File: config.mk
export PLATFORM = sky130hd
export DESIGN_NAME = lsu_mem_ctrl
export DESIGN_NICKNAME = d
export VERILOG_FILES = /design/src/rtl/lsu_mem_ctrl_pkg.sv /design/src/rtl/lsu_mem_ctrl_align.sv /design/src/rtl/lsu_mem_ctrl.sv
export SDC_FILE = /design/constraint.sdc
export NUM_CORES = 1
export LEC_CHECK = 0
export BUFFER_PORTS_ARGS = -buffer_cell sky130_fd_sc_hd__buf_2
export CAP_MARGIN = 20
export CORE_MARGIN = 4
export CORE_UTILIZATION = 53
export CTS_CLUSTER_DIAMETER = 30
export DETAILED_ROUTE_END_ITERATION = 12
export PLACE_DENSITY = 0.87
export SLEW_MARGIN = 10
export SYNTH_ARGS = -nofsm -noshare
export SYNTH_HDL_FRONTEND = slang
export SYNTH_HIERARCHICAL = 1
export SYNTH_SLANG_ARGS = --single-unit
File: constraint.sdc
create_clock -name clk -period 3.3 [get_ports clk]
set_input_delay 0.66 -clock clk [delete_from_list [all_inputs] [get_ports clk]]
set_output_delay 0.66 -clock clk [all_outputs]
set_load 0.02 [all_outputs]
File: src/rtl/lsu_mem_ctrl_pkg.sv
// Shared encodings for the load/store controller: access sizes and FSM states.
package lsu_pkg;

    localparam logic [1:0] SZ_BYTE = 2'b00;
    localparam logic [1:0] SZ_HALF = 2'b01;
    localparam logic [1:0] SZ_WORD = 2'b10;

    localparam logic [1:0] IDLE  = 2'd0;
    localparam logic [1:0] ISSUE = 2'd1;
    localparam logic [1:0] RESP  = 2'd2;

    // Natural alignment for the access size; the reserved size is never legal.
    function automatic logic size_aligned(input logic [1:0] size, input logic [1:0] off);
        case (size)
            SZ_BYTE: size_aligned = 1'b1;
            SZ_HALF: size_aligned = ~off[0];
            SZ_WORD: size_aligned = (off == 2'b00);
            default: size_aligned = 1'b0;
        endcase
    endfunction

endpackage

File: src/rtl/lsu_mem_ctrl_align.sv
// Byte-lane steering: store side builds byte-select and replicated data,
// load side picks the addressed lane and sign/zero-extends it.
module lsu_align
    import lsu_pkg::*;
(
    input  logic        is_load,
    input  logic [1:0]  size,
    input  logic [1:0]  off,
    input  logic        uns,
    input  logic [31:0] din,
    output logic [3:0]  sel,
    output logic [31:0] dout
);

    logic [7:0]  lane_b;
    logic [15:0] lane_h;
    logic [31:0] st_data;
    logic [31:0] ld_data;

    always_comb begin
        sel     = '0;
        st_data = din;
        ld_data = din;
        case (off)
            2'd0:    lane_b = din[7:0];
            2'd1:    lane_b = din[15:8];
            2'd2:    lane_b = din[23:16];
            default: lane_b = din[31:24];
        endcase
        lane_h = off[1] ? din[31:16] : din[15:0];
        case (size)
            SZ_BYTE: begin
                sel     = 4'b0001 << off;
                st_data = {4{din[7:0]}};
                ld_data = {{24{lane_b[7] & ~uns}}, lane_b};
            end
            SZ_HALF: begin
                sel     = off[1] ? 4'b1100 : 4'b0011;
                st_data = {2{din[15:0]}};
                ld_data = {{16{lane_h[15] & ~uns}}, lane_h};
            end
            SZ_WORD: sel = 4'b1111;
            default: sel = '0;
        endcase
        dout = is_load ? ld_data : st_data;
    end

endmodule

File: src/rtl/lsu_mem_ctrl.sv
// Load/store controller: request check, one-cycle memory issue, and a
// stallable response carrying extended load data or an error flag.
module lsu_mem_ctrl
    import lsu_pkg::*;
#(
    parameter int MEM_ADDR_BITS = 20,
    parameter int MEM_DATA_BITS = 32
) (
    input  logic                     clk,
    input  logic                     rst_n,
    input  logic                     req_valid,
    output logic                     req_ready,
    input  logic                     req_we,
    input  logic [1:0]               req_size,
    input  logic                     req_unsigned,
    input  logic [31:0]              req_addr,
    input  logic [MEM_DATA_BITS-1:0] req_wdata,
    output logic                     resp_valid,
    input  logic                     resp_ready,
    output logic [MEM_DATA_BITS-1:0] resp_rdata,
    output logic                     resp_err,
    output logic [MEM_ADDR_BITS-1:0] mem_addr,
    output logic [MEM_DATA_BITS-1:0] mem_data_in,
    output logic [3:0]               mem_sel,
    output logic                     mem_str,
    output logic                     mem_ld,
    input  logic [MEM_DATA_BITS-1:0] mem_data_out
);

    localparam int HI_SHIFT = MEM_ADDR_BITS + 2;

    logic [1:0]               state_q;
    logic                     we_q;
    logic [1:0]               size_q;
    logic                     uns_q;
    logic [1:0]               off_q;
    logic [MEM_ADDR_BITS-1:0] waddr_q;
    logic [31:0]              wdata_q;
    logic                     err_q;
    logic                     first_q;
    logic [31:0]              rdata_q;

    logic        req_legal;
    logic        is_issue;
    logic        is_resp;
    logic [3:0]  st_sel;
    logic [3:0]  ld_sel;
    logic [31:0] st_lane;
    logic [31:0] ld_raw;
    logic [31:0] ld_ext;

    // Shifting by 32 (MEM_ADDR_BITS=30) yields zero, so the range check vanishes.
    assign req_legal = ((req_addr >> HI_SHIFT) == '0) && size_aligned(req_size, req_addr[1:0]);

    always_ff @(posedge clk) begin
        if (!rst_n) begin
            state_q <= IDLE;
            we_q    <= 1'b0;
            size_q  <= '0;
            uns_q   <= 1'b0;
            off_q   <= '0;
            waddr_q <= '0;
            wdata_q <= '0;
            err_q   <= 1'b0;
            first_q <= 1'b0;
            rdata_q <= '0;
        end else begin
            case (state_q)
                IDLE: begin
                    if (req_valid) begin
                        we_q    <= req_we;
                        size_q  <= req_size;
                        uns_q   <= req_unsigned;
                        off_q   <= req_addr[1:0];
                        waddr_q <= req_addr[MEM_ADDR_BITS+1:2];
                        wdata_q <= req_wdata;
                        err_q   <= ~req_legal;
                        first_q <= 1'b1;
                        state_q <= req_legal ? ISSUE : RESP;
                    end
                end
                ISSUE: state_q <= RESP;
                RESP: begin
                    // Memory read data is only valid in the first RESP cycle; hold it for stalls.
                    if (first_q) begin
                        rdata_q <= mem_data_out;
                        first_q <= 1'b0;
                    end
                    if (resp_ready)
                        state_q <= IDLE;
                end
                default: state_q <= IDLE;
            endcase
        end
    end

    assign ld_raw = first_q ? mem_data_out : rdata_q;

    lsu_align u_store_align (
        .is_load (1'b0),
        .size    (size_q),
        .off     (off_q),
        .uns     (1'b0),
        .din     (wdata_q),
        .sel     (st_sel),
        .dout    (st_lane)
    );

    lsu_align u_load_align (
        .is_load (1'b1),
        .size    (size_q),
        .off     (off_q),
        .uns     (uns_q),
        .din     (ld_raw),
        .sel     (ld_sel),
        .dout    (ld_ext)
    );

    assign is_issue = (state_q == ISSUE);
    assign is_resp  = (state_q == RESP);

    assign req_ready   = (state_q == IDLE);
    assign mem_addr    = is_issue ? waddr_q : '0;
    assign mem_sel     = is_issue ? (we_q ? st_sel : ld_sel) : '0;
    assign mem_data_in = is_issue ? st_lane : '0;
    assign mem_str     = is_issue & we_q;
    assign mem_ld      = is_issue & ~we_q;

    assign resp_valid = is_resp;
    assign resp_err   = is_resp & err_q;
    assign resp_rdata = (is_resp && !err_q && !we_q) ? ld_ext : '0;

endmodule

# Word-level counts from Yosys, hierarchy flattened
# Index checks and enable logic that the tools add are counted.
# word_totals
reg_bits,94
inputBits,104
output_inout_bits,93
# classes
n_eq_ne,10
n_shift,1
mux,18
bitwise,9
reduce_logical,15
# op_table
cell,n
32-bit one-hot mux with 2 select lines,2
32-bit two-way mux,3
32-bit zero test,1
8-bit one-hot mux with 3 select lines,1
20-bit two-way mux,1
16-bit two-way mux,1
4-bit one-hot mux with 3 select lines,1
2-bit zero test,5
"2-bit by 1-bit == test with 1-bit output, second input constant",4
"2-bit == test, second input constant",4
4-bit two-way mux,2
2-bit two-way mux,3
2-bit one-hot mux with 3 select lines,1
2-bit AND reduction,3
1-bit AND,5
"2-bit != test, second input constant",2
1-bit NOT,4
"1-bit by 2-bit left shift with 4-bit output, first input constant",1
1-bit logical AND,3
1-bit one-hot mux with 3 select lines,1
1-bit zero test,2
1-bit one-hot mux with 2 select lines,1
2-bit nonzero test,1
1-bit two-way mux,1

# Logic depth before layout (Yosys ltp)
# logic_depth
word_depth,6
mapped_depth,9
ltp_nobuf,6

# Hierarchy
# The synthesis kept the hierarchy.
# modules_own_cells
module,n_inst,cells_each,area_each_um2,seq_area_each_um2
lsu_mem_ctrl,1,563,4596.9,1881.8
lsu_align,2,172,1094.8,0.0

# Worst setup path before layout
# No wires, ideal clock.
# synth_timing
path_type,reg-to-output
startpoint,register first_q
endpoint,output resp_rdata[21]
t_arrival_ns,1.968
setup_slack_ns,0.672
path_stages_with_launch,10
path_buffers,3
cell_sequence,dfxtp_1 > buf_2 > buf_2 > mux2_2 > mux2i_4 > o22ai_2 > o21ai_2 > buf_6 > a21oi_4 > and2_1
# synth_via
elab_chain_len,5
# synth_lines
element,line_no,source
from (decl),lsu_mem_ctrl.sv:40,logic first_q;
from (signal assigned),lsu_mem_ctrl.sv:65,first_q <= 1'b0;
from (signal assigned),lsu_mem_ctrl.sv:78,first_q <= 1'b1;
from (signal assigned),lsu_mem_ctrl.sv:87,first_q <= 1'b0;
32-bit two-way mux (*),-,
via ld_raw[15],lsu_mem_ctrl.sv:49,logic [31:0] ld_raw;
8-bit one-hot mux with 3 select lines or 16-bit two-way mux (tied branches),"lsu_mem_ctrl_align.sv:24, lsu_mem_ctrl_align.sv:30",
1-bit AND (on tied branches),"lsu_mem_ctrl_align.sv:35, lsu_mem_ctrl_align.sv:40",
32-bit one-hot mux with 2 select lines (*),lsu_mem_ctrl_align.sv:31,case (size)
via ld_ext[21],lsu_mem_ctrl.sv:50,logic [31:0] ld_ext;
32-bit two-way mux (*),lsu_mem_ctrl.sv:131,assign resp_rdata = (is_resp && !err_q && !we_q) ? ld_ext : '0;
to (decl),lsu_mem_ctrl.sv:20,"output logic [MEM_DATA_BITS-1:0] resp_rdata,"
# The timed path passes the listed nets; every way through them passes the cells marked *.

# Worst setup path in the final report
# layout_timing
startpoint,register first_q
endpoint,output resp_rdata[14]
# layout_rtl
element,line_no,source
32-bit two-way mux (*),-,
via ld_raw[14],lsu_mem_ctrl.sv:49,
16-bit two-way mux,lsu_mem_ctrl_align.sv:30,lane_h = off[1] ? din[31:16] : din[15:0];
32-bit one-hot mux with 2 select lines (*),lsu_mem_ctrl_align.sv:31,
via ld_ext[14],lsu_mem_ctrl.sv:50,
32-bit two-way mux (*),lsu_mem_ctrl.sv:131,
# Marked as above.

==> impl_results.md <==
* First-pass GRT wire length at 32.26 mm
* Via count at 7,030
* DRC at 0
* Total track usage at 27.12%
* Tightest Hold Check Type: register to register
* GPL Wtd Cong at 0.9937
* Via-to-Cell Ratio at 5.669
* CP dominant cell by count: mux2_2
* Total CTS buffers at 9
* Die Ht at 121.2 um
* Tcrit/Tclk final at 93.29%
* Initial DRC count at 864
* Vias in the first global route at 6,408
* Seq/Total Area, Yosys at 27.73%
* Relative slew slack at 41.62%
* Leakage at 3.604 nW
* Clock sinks at 94
* CTS Buffer Depth at 2
* Routed WL at 20.36 mm
* Max cap viols at 0
* Fill count at 1,105
* GRT overflow at 0
* Fraction of registers with async set/reset at 0%
* Crit end category: output pin
* Critical path peak fanout at 13
* Hold Vio Cnt, Final at 0
* Initial Util at 54.00%
* Final Power at 3.081 mW
* Worst path cell trace: buf_4, mux2_2, mux2_2, a32oi_1, nand3_1, and2_1, buf_2
* Post-Synthesis Cells at 907
* Initial antenna violation count at 1
* Yosys reg bits at 94
* I/O Buffers at 196
* Worst-path clk slew at 0.06 ns
* Ys flop type: dfxtp_1
* CP Launch Type: register
* VDD IR-drop max at 0.2898 mV
* H-tree levels at 3
* Synthesized area per cell at 7.482 um2
* Crit-path slowest cell: dfxtp_2
* Share of layout cells above drive strength 1 at 29.05%
* Largest net degree at the start of global routing at 59
* CP max stage delay at 0.53 ns
* Iteration count of the initial detailed-routing pass at 6
* Worst-Skew Late Latency at 0.34 ns
* Total core area at 12,570 um2
* Root Driver: clkbuf_16
* PD cells at 380.6 nW/um2
* Post-DP HPWL at 14.87 mm
* Peak Freq at 324.8 MHz
* Crit path time final at 3.079 ns
* EDFF count, synth at 0
* Chip Width at 121.2 um
* RSZ-0062 raised after global routing: no
* Final setup fails at 0
* Worst EP required at 2.64 ns
* Die footprint at 14,680 um2
* Max Clock Skew at 0.005943 ns
* Arr. time, crit path at 2.42 ns
* Synth warn at 6
* IO Count at 197
* Synth-to-Final Area Change at 19.27%
* Tightest Pin Transition at 0.8757 ns
* FP Rows at 41
* WS Path Type: register to output pin
* Cts hold-fix bufs at 0
* Average wire per standard cell at 16.42 um
* Synth unique cells at 47
* Critical path's top delay family: multiplexers
* Final #Nets at 1,167
* TritonCTS clock tree: yes
* Slew Limit Fails at 0
* Worst Path Buf+Inv at 2
* Detail Route Antenna Nets at 0
* Final TNS setup at 0 ns
* Mapped Area at 6787 um2
* Outcome: finished, final reports clean
area by class of cell:
cell class	instances	area, um2	share of cell area (%)
clock buffer	10	229.0	2.829
antenna	1	2.502	0.03092
tap	172	215.2	2.659
timing repair buffer	218	1159	14.31
inverter	5	18.77	0.2319
sequential	94	1886	23.30
multi-input combinational	735	4526	55.91
clock inverter	5	58.81	0.7265
state kept, by name, indices dropped and copies added (netlist names):
name	flops
we_q	1
err_q	1
size_q	2
rdata_q	32
off_q	2
wdata_q	32
uns_q	1
state_q	2
waddr_q	20
first_q	1
worst paths after layout:
kind / from / endpoint / slack [ns] / cells after the start
setup reg to reg: state_q[1] / wdata_q[20] / 1.53 / 4
hold reg to reg: waddr_q[1] / waddr_q[1] / 0.45 / 2
setup / recovery: first_q / resp_rdata[14] / 0.22 / 7
hold / removal: waddr_q[1] / waddr_q[1] / 0.45 / 2
metrics by stage:
step / hold WS (ns) / cells / worst slack [ns] / cell area [um2] / utilization [%]
after floorplan: 0.4305 / 908 / 0.6717 / 6790 / -
after global placement: 0.4418 / 1224 / 0.4441 / 7802 / 62.08
after detailed placement: 0.4450 / 1224 / 0.4312 / 7802 / 62.08
after CTS: 0.4542 / 1239 / 0.04215 / 8090 / 64.37
after global routing: 0.4800 / 1240 / 0.1220 / 8094 / 64.40
final: 0.4535 / 1240 / 0.2215 / 8094 / 64.40
cell usage after synthesis (6+ instances only):
library cell / instances / area share, %
nand2_1: 173 / 9.6
o21ai_0: 31 / 2.3
a21boi_1: 13 / 1.4
nor3b_1: 45 / 5.0
a22oi_1: 40 / 4.4
buf_6: 6 / 1.0
mux2i_1: 8 / 1.2
a21oi_1: 34 / 2.5
nor2b_1: 21 / 1.9
and2_1: 96 / 8.8
dfxtp_1: 94 / 28
mux2_2: 60 / 10
o2111ai_1: 10 / 1.3
nor2_1: 93 / 5.1
nand2b_1: 6 / 0.55
or3_1: 7 / 0.65
buf_2: 37 / 2.7
clkbuf_1: 30 / 1.7
a21boi_0: 45 / 5.0
o22ai_1: 6 / 0.55
cells in the final DEF, fill, tap and decap left out, types with 3 or more instances in the layout:
cell,Yosys,routed
buf_2,37,196
nor2b_1,21,20
mux2i_1,8,8
or3_1,7,7
o2111ai_1,10,10
nand2b_1,6,6
conb_1,2,3
nor3b_1,45,45
a21oi_1,34,34
clkbuf_16,0,9
o21ai_0,31,31
nor2_1,93,93
a21boi_1,13,13
nand2_1,173,173
a22oi_1,40,40
dfxtp_1,94,91
mux2_2,60,60
a21boi_0,45,45
and2_1,96,96
nor3_1,3,3
nand3_1,4,4
a2bb2oi_1,4,4
buf_4,1,21
o22ai_1,6,6
a32oi_1,4,4
inv_1,4,4
dfxtp_2,0,3
metal layers:
layer  vias to the layer above  part of all wire (%)  track usage [%]
met5                         -                     0                0
met4                         0                   3.3            10.78
met3                        49                   8.4            4.662
met2                       367                    46            43.77
met1                      3214                    42            36.10
li1                       3400                     -                -
power by group:
group	leakage (nW)	switching, mW	internal [mW]
Clock	0.135	0.445	0.585
Combinational	2.70	0.426	0.336
Sequential	0.774	0.0780	1.21
Total	3.60	0.949	2.13
repair_timing:
item / in CTS / in global routing
endpoints found under the setup margin: 0 / 28
endpoints found under the hold margin: 0 / 0
gates resized for setup: 0 / 1
setup buffers: 0 / 0
worst reg2reg max path: stages, from the launching register on:
cell,delay (ns)
dfxtp_1,0.39
or3b_2,0.77
buf_4,0.32
nand2_1,0.09
a21boi_0,0.08
logic make-up (layout without fill, tap and decap cells):
kind of cell | Yosys count | count (layout) | share of synthesized area [%]
other | 2 | 4 | 0.1107
and+or+nand+nor | 463 | 463 | 34.00
AOI/OAI and AO/OA | 199 | 199 | 20.59
DFF | 94 | 94 | 27.73
muxes | 70 | 70 | 11.80
buffers and inverters | 79 | 238 | 5.771
Note: power is estimated with default switching activity, not from simulation.
